<file path="config.mk">
export PLATFORM = sky130hd
export DESIGN_NAME = irq_ack_dispatcher
export DESIGN_NICKNAME = d
export VERILOG_FILES = /design/src/rtl/irq_ack_dispatcher.sv
export SDC_FILE = /design/constraint.sdc
export NUM_CORES = 1
export LEC_CHECK = 0
export ABC_CLOCK_PERIOD_IN_PS = 3360
export CORE_ASPECT_RATIO = 0.7
export CORE_MARGIN = 2
export CORE_UTILIZATION = 54
export CTS_BUF_LIST = sky130_fd_sc_hd__clkbuf_8
export DETAILED_ROUTE_END_ITERATION = 16
export GPL_ROUTABILITY_DRIVEN = 0
export GPL_TIMING_DRIVEN = 0
export PLACE_DENSITY = 0.84
export SETUP_SLACK_MARGIN = 0.4
export SYNTH_ARGS = -nofsm -noshare
export SYNTH_HDL_FRONTEND = slang
export SYNTH_SLANG_ARGS = --single-unit
</file>
<file path="constraint.sdc">
create_clock -name clk -period 3.36 [get_ports clk]
set_clock_uncertainty 0.15 [all_clocks]
set_input_delay 1.008 -clock clk [delete_from_list [all_inputs] [get_ports clk]]
set_output_delay 1.008 -clock clk [all_outputs]
set_load 0.01 [all_outputs]
</file>
<file path="src/rtl/irq_ack_dispatcher.sv">
// Requester-side front end for the 27-input priority interrupt controller:
// latches request pulses, accepts decoded grants and drives a supervised one-hot acknowledge.
module irq_ack_dispatcher #(
    parameter int NCH     = 9,
    parameter int NBUS    = 3,
    parameter int CW      = 4,
    parameter int TIMEOUT = 16
) (
    input  logic                 clk,
    input  logic                 rst_n,
    input  logic [NBUS*NCH-1:0]  req_in,
    output logic [NBUS*NCH-1:0]  pend,
    input  logic                 grant_valid,
    input  logic [NBUS-1:0]      grant_bus,
    input  logic [CW-1:0]        grant_chan,
    output logic                 grant_ready,
    output logic [NBUS*NCH-1:0]  ack,
    input  logic                 ack_taken,
    output logic                 err,
    output logic                 tmo,
    output logic                 busy
);
    localparam int NREQ  = NBUS * NCH;
    localparam int IW    = $clog2(NREQ);
    localparam int CNT_W = 8;

    typedef enum logic [1:0] {IDLE, ACK, RECOVER} state_t;

    state_t            state_q;
    logic [NREQ-1:0]   pend_q, pend_d, clr;
    logic [NREQ-1:0]   ack_q;
    logic [IW-1:0]     idx_q, idx_dec;
    logic [CNT_W-1:0]  cnt_q;
    logic              grant_ready_q, busy_q, err_q, tmo_q;
    logic              bus_found, chan_ok, legal, accept;
    int                bus_int, idx_int;

    function automatic logic [NREQ-1:0] onehot(input logic [IW-1:0] i);
        return NREQ'(1) << i;
    endfunction

    // Grant decode: lowest-index bus flag wins, then bus*NCH + channel.
    always_comb begin
        bus_found = 1'b0;
        bus_int   = 0;
        for (int b = NBUS - 1; b >= 0; b--) begin
            if (grant_bus[b]) begin
                bus_found = 1'b1;
                bus_int   = b;
            end
        end
        chan_ok = (int'(grant_chan) < NCH);
        idx_int = bus_int * NCH + int'(grant_chan);
        idx_dec = IW'(idx_int);
        legal   = bus_found && chan_ok && pend_q[idx_dec];
        accept  = (state_q == IDLE) && grant_valid && legal;
    end

    // A request arriving in the clearing cycle survives: set is applied after clear.
    always_comb begin
        clr    = (state_q == ACK && ack_taken) ? onehot(idx_q) : '0;
        pend_d = (pend_q & ~clr) | req_in;
    end

    always_ff @(posedge clk or negedge rst_n) begin
        if (!rst_n) pend_q <= '0;
        else        pend_q <= pend_d;
    end

    // Index and countdown carry no reset: they are only read while in ACK.
    always_ff @(posedge clk) begin
        if (accept) begin
            idx_q <= idx_dec;
            cnt_q <= CNT_W'(TIMEOUT);
        end else if (state_q == ACK) begin
            cnt_q <= cnt_q - CNT_W'(1);
        end
    end

    always_ff @(posedge clk or negedge rst_n) begin
        if (!rst_n) begin
            state_q       <= IDLE;
            ack_q         <= '0;
            grant_ready_q <= 1'b1;
            busy_q        <= 1'b0;
            err_q         <= 1'b0;
            tmo_q         <= 1'b0;
        end else begin
            err_q <= 1'b0;
            tmo_q <= 1'b0;
            case (state_q)
                IDLE: begin
                    if (grant_valid) begin
                        if (legal) begin
                            state_q       <= ACK;
                            ack_q         <= onehot(idx_dec);
                            grant_ready_q <= 1'b0;
                            busy_q        <= 1'b1;
                        end else begin
                            err_q <= 1'b1;
                        end
                    end
                end
                ACK: begin
                    if (ack_taken || cnt_q == CNT_W'(1)) begin
                        state_q <= RECOVER;
                        ack_q   <= '0;
                        tmo_q   <= !ack_taken;
                    end
                end
                RECOVER: begin
                    state_q       <= IDLE;
                    grant_ready_q <= 1'b1;
                    busy_q        <= 1'b0;
                end
                default: state_q <= IDLE;
            endcase
        end
    end

    assign pend        = pend_q;
    assign ack         = ack_q;
    assign grant_ready = grant_ready_q;
    assign busy        = busy_q;
    assign err         = err_q;
    assign tmo         = tmo_q;
endmodule

</file>
---- After elaboration in Yosys (flattened, before gate mapping) ----
Index checks and enable logic that the tools add are counted.
word-level totals
  word-level logic and storage cells ...... 66
  register bits ........................... 73
  input bits .............................. 38
  output and inout bits ................... 58
operators by class
  add/sub/neg operators ................... 2
  equal/unequal tests ..................... 6
  bitwise operators ....................... 3
  $mul .................................... 1
  reductions and logical operators ........ 13
  shift operators ......................... 2
  magnitude comparators ................... 2
  multiplexer cells ....................... 28
operator list
  cell                  count
  $mux 27               4
  $pmux 27 s2           1
  $shl 1x5->27 const A  2
  $mul 32x5->5 const B  1
  $mux 32               1
  $and 27x27->27        1
  $not 27->27           1
  $or 27x27->27         1
  $mux 1                13
  $mux 2                5
  $eq 8x1->1 const B    1
  $sub 8x1->8 const B   1
  $lt 5x6->1 const B    1
  $reduce_and 3->1      2
  $add 5x5->5           1
  $bmux 1 s5            1
  $logic_and 1x1->1     5
  $lt 4x4->1 const B    1
  $ne 2x2->1 const B    2
  $pmux 1 s2            2
  $pmux 2 s2            1
  $reduce_and 4->1      1
  $reduce_bool 2->1     2
  $eq 2x1->1 const B    1
  other kinds (5)       5

---- Depth between registers and ports, before layout ----
Gate-level depths: netlist of run 1.
  depth after elaboration ................. 11
  gate-level depth with buffers ........... 14
  gate-level depth less buffers ........... 13

---- Least setup slack after synthesis of run 1 ----
Ideal clock, no wire load.
  kind .................................... input port to flip-flop
  from .................................... in grant_bus[0]
  to ...................................... reg idx_q[0] (enable)
  library setup time ...................... 0.360 ns
  cell stages on the path ................. 12
  required time ........................... 2.850 ns
  setup slack ............................. -0.461 ns
  buffers on the path ..................... 0
  data arrival time ....................... 3.311 ns
  cell sequence ........................... nor3b_4 xor2_1 ha_1 ha_1 inv_1 fa_1 xnor2_1 xnor2_2 clkinv_4 nor2_2 a31o_2 nor3_4
RTL lines
  item                  RTL line  RTL
  start, declared       14        input logic [NBUS-1:0] grant_bus,
  end signal, assigned  73        idx_q <= idx_dec;
  end, declared         32        logic [IW-1:0] idx_q, idx_dec;

==> results.md, run 1 <==
* Clock transition at path regs at roughly 0.080 ns
* Post-CTS Hold Fix Bufs at 0
* Clock buffer depth at 2
* Die footprint at 7365 um2
* DR pass1 iterations at 5
* Placed cell area at 4710 um2
* Static leakage at 0.002090 uW
* Rel. slew slack at approximately a third
* FILL cells at 353
* Synthesized flop and latch total at between 70 and 80
* Final nets at 508
* Area share of the leading cell type in the synthesized netlist at 40.90%
* Port-buffer cells at 95
* Post-DP HPWL at between 7 and 8 mm
* Worst VDD drop at between 0.3 and 0.4 mV
* Die Height at about 72 um
* Area growth from synthesis to layout at 43.99%
* Synth Flop Type: dfrtp_1
* Share of layout cells above drive strength 1 at 17.34%
* Hold Crit Class: flop to flop
* Synth async-reset ratio at just over 80%
* Vias in the first global route at 3364
* Outcome: complete, but fails checks
* Placeable Area at 6336 um2
* Final period util at 114.3%
* Critical path endpoint category: flop
* Sink Count at 73
* R2R Setup Slk at 0.84 ns
* Via Count at about 3400
* Placement Rows at 24
* Slew Limit Fails at 0
* Final instance area at 5197 um2
* Syn nets at 385
* Worst-Skew Late Latency at approximately 0.36 ns
* I/O pins at 96
* CTS root buf: clkbuf_8
* Most common cell after layout, fill and taps aside: clkdlybuf4s50_1
* Setup-failing EPs final at 44
* Top cells by area, synth: dfrtp_1 (41%), mux2i_1 (6.9%), nand2_1 (6.4%)
* Diode count at 0
* Netlist cell types at roughly 60
* WS Path Type: input port to flop
* Most frequent cells in the layout: clkdlybuf4s50_1 (88), nand2_1 (62), dfrtp_1 (59), a21o_1 (29), mux2i_1 (24)
* # DRC at 0
* Max FO, Critical Path at 5
* Final Hold Fails at 0
* CP Launch Type: input port
* Initial antenna violation count at 0
* Routed WL at around 11 mm
* Worst EP required at roughly 3.5 ns
* WL per Instance at 20.56 um
* Syn. warnings at 0
* Syn Area/Cell at ~11 um2
* Power density over cell area at ~520 nW/um2
* Initial DRC count at 337
* Mapped Area at 3610 um2
* Chip Width at ~100 um
* Post-synth EDFFs at 5
* Final Critical Period at 3.841 ns
* Largest net degree at the start of global routing at 42
* Fin Setup TNS at -17.57 ns
* Post-route ant nets at 0
* MaxCap Viol Count at 0
* Via density per instance at 6.013
* Sequential fraction of the synthesis area at 50.23%
* First-pass GRT wire length at 16.96 mm
* Yosys top cell by area: dfrtp_1
* Syn Inst Count at 339
* Worst slew pin tran at 1.005 ns
* Final worst setup slack at -0.4813 ns
* H-tree levels at 3
* WP data arrival at slightly below 4 ns
* Failing checks: setup timing
* RSZ-0062 raised after global routing: true
* GRT Util Overall at a little under a third
* Total CTS buffers at 9
* Global route total overflow at 0
* CTS tree: built
* F_max at between 200 and 300 MHz
* Placed cell count at 526
* Post-Layout Cell Count at 558
* Starting Density at 56.97%
## flip-flops by register name, indices dropped and copies added (netlist names)
| name | count |
|---|---|
| ack | 27 |
| pend | 27 |
| cnt_q | 8 |
| idx_q | 5 |
| state_q | 2 |
| busy | 1 |
| err | 1 |
| grant_ready | 1 |
| tmo | 1 |
## metal layers
| layer | track usage (%) | vias up | share of wire, % |
|---|---|---|---|
| met4 | 10.51 | 0 | 2.5 |
| met3 | 9.730 | 38 | 9.8 |
| met1 | 42.23 | 1634 | 41 |
| met5 | 0 | - | 0 |
| met2 | 46.20 | 243 | 47 |
| li1 | - | 1440 | - |
## layout make-up
class	count	area, um2	share of cell area (%)
Inverter	11	46.29	0.8907
Timing Repair Buffer	112	1139	21.91
Sequential cell	73	1813	34.88
Buffer	11	73.82	1.420
Clock inverter	7	71.32	1.372
Tap cell	91	113.9	2.191
Clock buffer	9	123.9	2.383
Multi-Input combinational cell	244	1817	34.95
## through the flow
step	power, uW	utilization, %	hold WS, ns	setup WS (ns)
finish	2715	82.03	0.3565	-0.4813
detailed placement	1834	74.33	0.3317	-1.364
CTS	2613	80.53	0.3471	-0.3557
floorplan	1550	-	0.3071	-0.3963
global placement	1804	74.09	0.3267	-1.228
global route	2823	82.03	0.3863	-0.5601
## Yosys cell counts, types with 2 or more instances
library cell	number
a211oi_1	2
a21o_1	29
a21oi_1	3
a32o_1	9
and2_1	3
buf_6	2
clkbuf_1	6
dfrtp_1	59
dfxtp_1	8
edfxtp_1	5
ha_1	7
inv_1	10
mux2_2	3
mux2i_1	25
nand2_1	62
nand2b_1	4
nand3_1	10
nand3b_1	2
nand4_1	3
nor2_1	19
nor2b_1	10
nor3_1	6
nor3_4	2
nor4_1	2
o21ai_0	3
o22ai_1	3
o31ai_1	2
or2_2	2
or4_1	2
xnor2_1	4
xor2_1	4
## cells by family (layout without fill, tap and decap cells)
group           after synthesis  count (layout)  synth area share (%)
compound gates               60              60                 13.31
xor+xnor                      9               9                 2.392
fa+ha+maj                     8               8                 2.981
buf+inv                      22             150                 2.981
flops                        73              73                 50.23
mux                          28              28                 7.868
simple gates                139             139                 20.24
## power breakdown
part	switching [uW]	total, uW	internal (uW)	leakage, uW
logic	512	920	409	0.00119
registers	92.9	1090	997	0.000800
clock network	362	705	343	0.0000970
## critical path, stage by stage
cell and delay (ns):
dlygate4sd2_1 0.27, and2_1 0.16, ha_1 0.32, ha_4 0.14
inv_2 0.03, fa_2 0.35, xnor2_2 0.16, xnor2_2 0.31
clkinv_4 0.13, nor4_4 0.39, a31oi_4 0.08, nand3_4 0.19
buf_8 0.16, mux2i_2 0.24
## final timing paths
check	startpoint	to	cells past startpoint
worst max-delay path	grant_chan[1]	ack[7]$_DFFE_PN0P_	14
worst min-delay path	pend[19]$_DFF_PN0_	pend[19]$_DFF_PN0_	1
worst max register to register	state_q[0]$_DFFE_PN0P_	pend[7]$_DFF_PN0_	6
worst min register to register	pend[19]$_DFF_PN0_	pend[19]$_DFF_PN0_	1
max in group asynchronous	rst_n	state_q[1]$_DFFE_PN0P_	2
min in group asynchronous	rst_n	pend[10]$_DFF_PN0_	1
## what timing repair did
| item | CTS | global route |
|---|---|---|
| buffers inserted | 11 | 4 |
| resized for setup | 40 | 13 |
| cloned | 1 | 0 |
| endpoints found under the setup margin | 46 | 45 |
| pin swaps | 22 | 15 |
Note: power is estimated with default switching activity, not from simulation.
==> inputs of run 2 (changes only) <==
- PLACE_DENSITY: 0.84 -> 0.88
==> results.md, run 2 (synthesis gave the netlist of run 1 again) <==
* Rel. slew slack at 2.927% (-30 points)
* Placeable Area at 6336 um2 (unchanged)
* Final nets at 520 (+2.4%)
* Post-route ant nets at 0 (unchanged)
* Final Critical Period at 3.774 ns (-0.06723 ns)
* Worst EP required at 3.47 ns (about the same)
* HP Start: pend[16]$_DFF_PN0_
* Hold slack at 0.3637 ns (+0.007193 ns)
* WP data arrival at 3.88 ns (-0.08 ns)
* Initial antenna violation count at 0 (unchanged)
* Pre-CTS WS at -1.304 ns (+0.05959 ns)
* Die Height at 72.41 um (unchanged)
* Slowest stage delay, CP at 0.36 ns (-0.03 ns)
* Placement Rows at 24 (unchanged)
* Power density over cell area at 527.6 nW/um2 (+0.98%)
* RR Startpoint: state_q[0]$_DFFE_PN0P_
* Worst Hold Depth at 1 (unchanged)
* Failing checks: setup timing
* WS Path Type: input port to flop
* Initial DRC count at 527 (+56%)
* Max FO, Critical Path at 6 (+1)
* Outcome: complete, but fails checks
* Worst VDD drop at 0.3272 mV (+2.0%)
* Static leakage at 0.002199 uW (+5.2%)
* FF-to-FF path depth at 7 (+1)
* Register area at 1813 um2 (unchanged)
* Cell Chain, Critical Path: buf_8, nor3b_4, xor2_1, ha_2, ha_4, inv_2, fa_2, xnor2_2, xnor2_2, buf_6, clkinv_8, buf_8, nor2_4, a31oi_4, nand3_4, buf_4, a32o_1
* Multi-input gate area at 1872 um2 (+3.0%)
* Share of layout cells above drive strength 1 at 20.46% (+3.1 points)
* Hold EP: pend[16]$_DFF_PN0_
* Cell with the largest stage delay on the worst path: fa_2
* F_max at 265.0 MHz (+1.8%)
* WL per Instance at 23.29 um (+13%)
* Critical path endpoint category: flop
* Total CTS buffers at 9 (unchanged)
* Post-DP HPWL at 7.159 mm (-1.6%)
* CTS root buf: clkbuf_8
* Via density per instance at 6.321 (+5.1%)
* # DRC at 0 (unchanged)
* Worst slew pin tran at 1.444 ns (+0.4385 ns)
* Chip Width at 101.7 um (unchanged)
* R2R Setup Slk at 0.76 ns (-0.08 ns)
* Most common cell after layout, fill and taps aside: clkdlybuf4s50_1
* Slew Limit Fails at 0 (unchanged)
* Via Count at 3603 (+7.4%)
* Delay-heaviest family, CP: adder cells
* Vias in the first global route at 3405 (+1.2%)
* Worst-Skew Late Latency at 0.37 ns (about the same)
* Final Hold Fails at 0 (unchanged)
* FF-to-FF End: pend[23]$_DFF_PN0_
* Clock transition at path regs at 0.08 ns (about the same)
* Final period util at 112.3% (-2.0 points)
* Buf/Inv on CP at 6 (+2)
* Routed WL at 13.28 mm (+16%)
* First-pass GRT wire length at 18.07 mm (+6.6%)
* Clock buffer depth at 2 (unchanged)
* I/O pins at 96 (unchanged)
* Global route total overflow at 0 (unchanged)
* Post-Layout Cell Count at 570 (+2.2%)
* Port-buffer cells at 95 (unchanged)
* Final Util at 84.99% (+3.0 points)
* Area growth from synthesis to layout at 49.19%
* H-tree levels at 3 (unchanged)
* GRT Util Overall at 33.22% (+2.6 points)
* RSZ-0062 raised after global routing: true
* Tot Pwr at 2841 uW (+4.6%)
* MaxCap Viol Count at 0 (unchanged)
* Post-CTS Hold Fix Bufs at 0 (unchanged)
* Diode count at 0 (unchanged)
* Largest net degree at the start of global routing at 33 (-21%)
* CTS tree: built
* Hold Crit Class: flop to flop
* Setup-failing EPs final at 44 (unchanged)
* Final worst setup slack at -0.4141 ns (+0.06723 ns)
* DR pass1 iterations at 7 (+2)
* Placed cell count at 526 (unchanged)
* FILL cells at 299 (-15%)
* CP Launch Type: input port
* Die footprint at 7365 um2 (unchanged)
* Sink Count at 73 (unchanged)
* Starting Density at 56.97% (unchanged)
* Most frequent cells in the layout: clkdlybuf4s50_1 (88), nand2_1 (62), dfrtp_1 (59), a21o_1 (29), mux2i_1 (24)
-- run 2: worst reg2reg max path, delay by kind of cell, from the launching register on --
kind,cells,cell delay (ns)
flip-flops,1,0.40
AND/OR/NAND/NOR,5,1.32
AO/OA/AOI/OAI,1,0.22
buffers and inverters,1,0.40
-- run 2: how the worst max path moves through the flow --
| stage | from | endpoint | slack, ns | cells after the start |
|---|---|---|---|---|
| finish | grant_bus[0] | ack[14]$_DFFE_PN0P_ | -0.41 | 17 |
| global route | grant_bus[0] | ack[14]$_DFFE_PN0P_ | -0.48 | 17 |
| CTS | grant_bus[1] | state_q[0]$_DFFE_PN0P_ | -0.34 | 17 |
| detailed placement | grant_bus[0] | idx_q[1]$_DFFE_PP_ | -1.30 | 11 |
| global placement | grant_bus[0] | idx_q[0]$_DFFE_PP_ | -1.27 | 11 |
| floorplan | grant_bus[0] | idx_q[0]$_DFFE_PP_ | -0.40 | 11 |
-- run 2: stage by stage --
step	area (um2)	setup TNS, ns
detailed placement	4710	-51.55
CTS	5199	-11.47
global route	5385	-15.65
finish	5385	-13.77
floorplan	3630	-10.93
global placement	4695	-87.77
-- run 2: repair_timing --
item,CTS,global route
buffers inserted,19,7
gates resized for setup,45,22
gates cloned,0,2
pin swaps,22,15
setup endpoints to repair,46,53
-- run 2: cell type report --
cell class	count	share of cell area (%)
plain buffers	11	1.394
clock buffers	10	2.556
clock inverters	6	0.9758
inverters	11	0.9991
multi-input cells	244	34.76
flip-flops and latches	73	33.67
well taps	91	2.114
repair buffers	124	23.54
-- run 2: per-layer routing --
metal | GRT usage [%] | share of wire, % | vias up
met1 | 44.30 | 39 | 1759
met5 | 0 | 0 | -
li1 | - | - | 1467
met3 | 9.730 | 11 | 74
met4 | 13.51 | 5.2 | 0
met2 | 51.32 | 45 | 303
-- run 2: power breakdown --
group,internal (uW),switching [uW]
combinational,470,573
clock,355,349
sequential,997,97.6
total,1820,1020
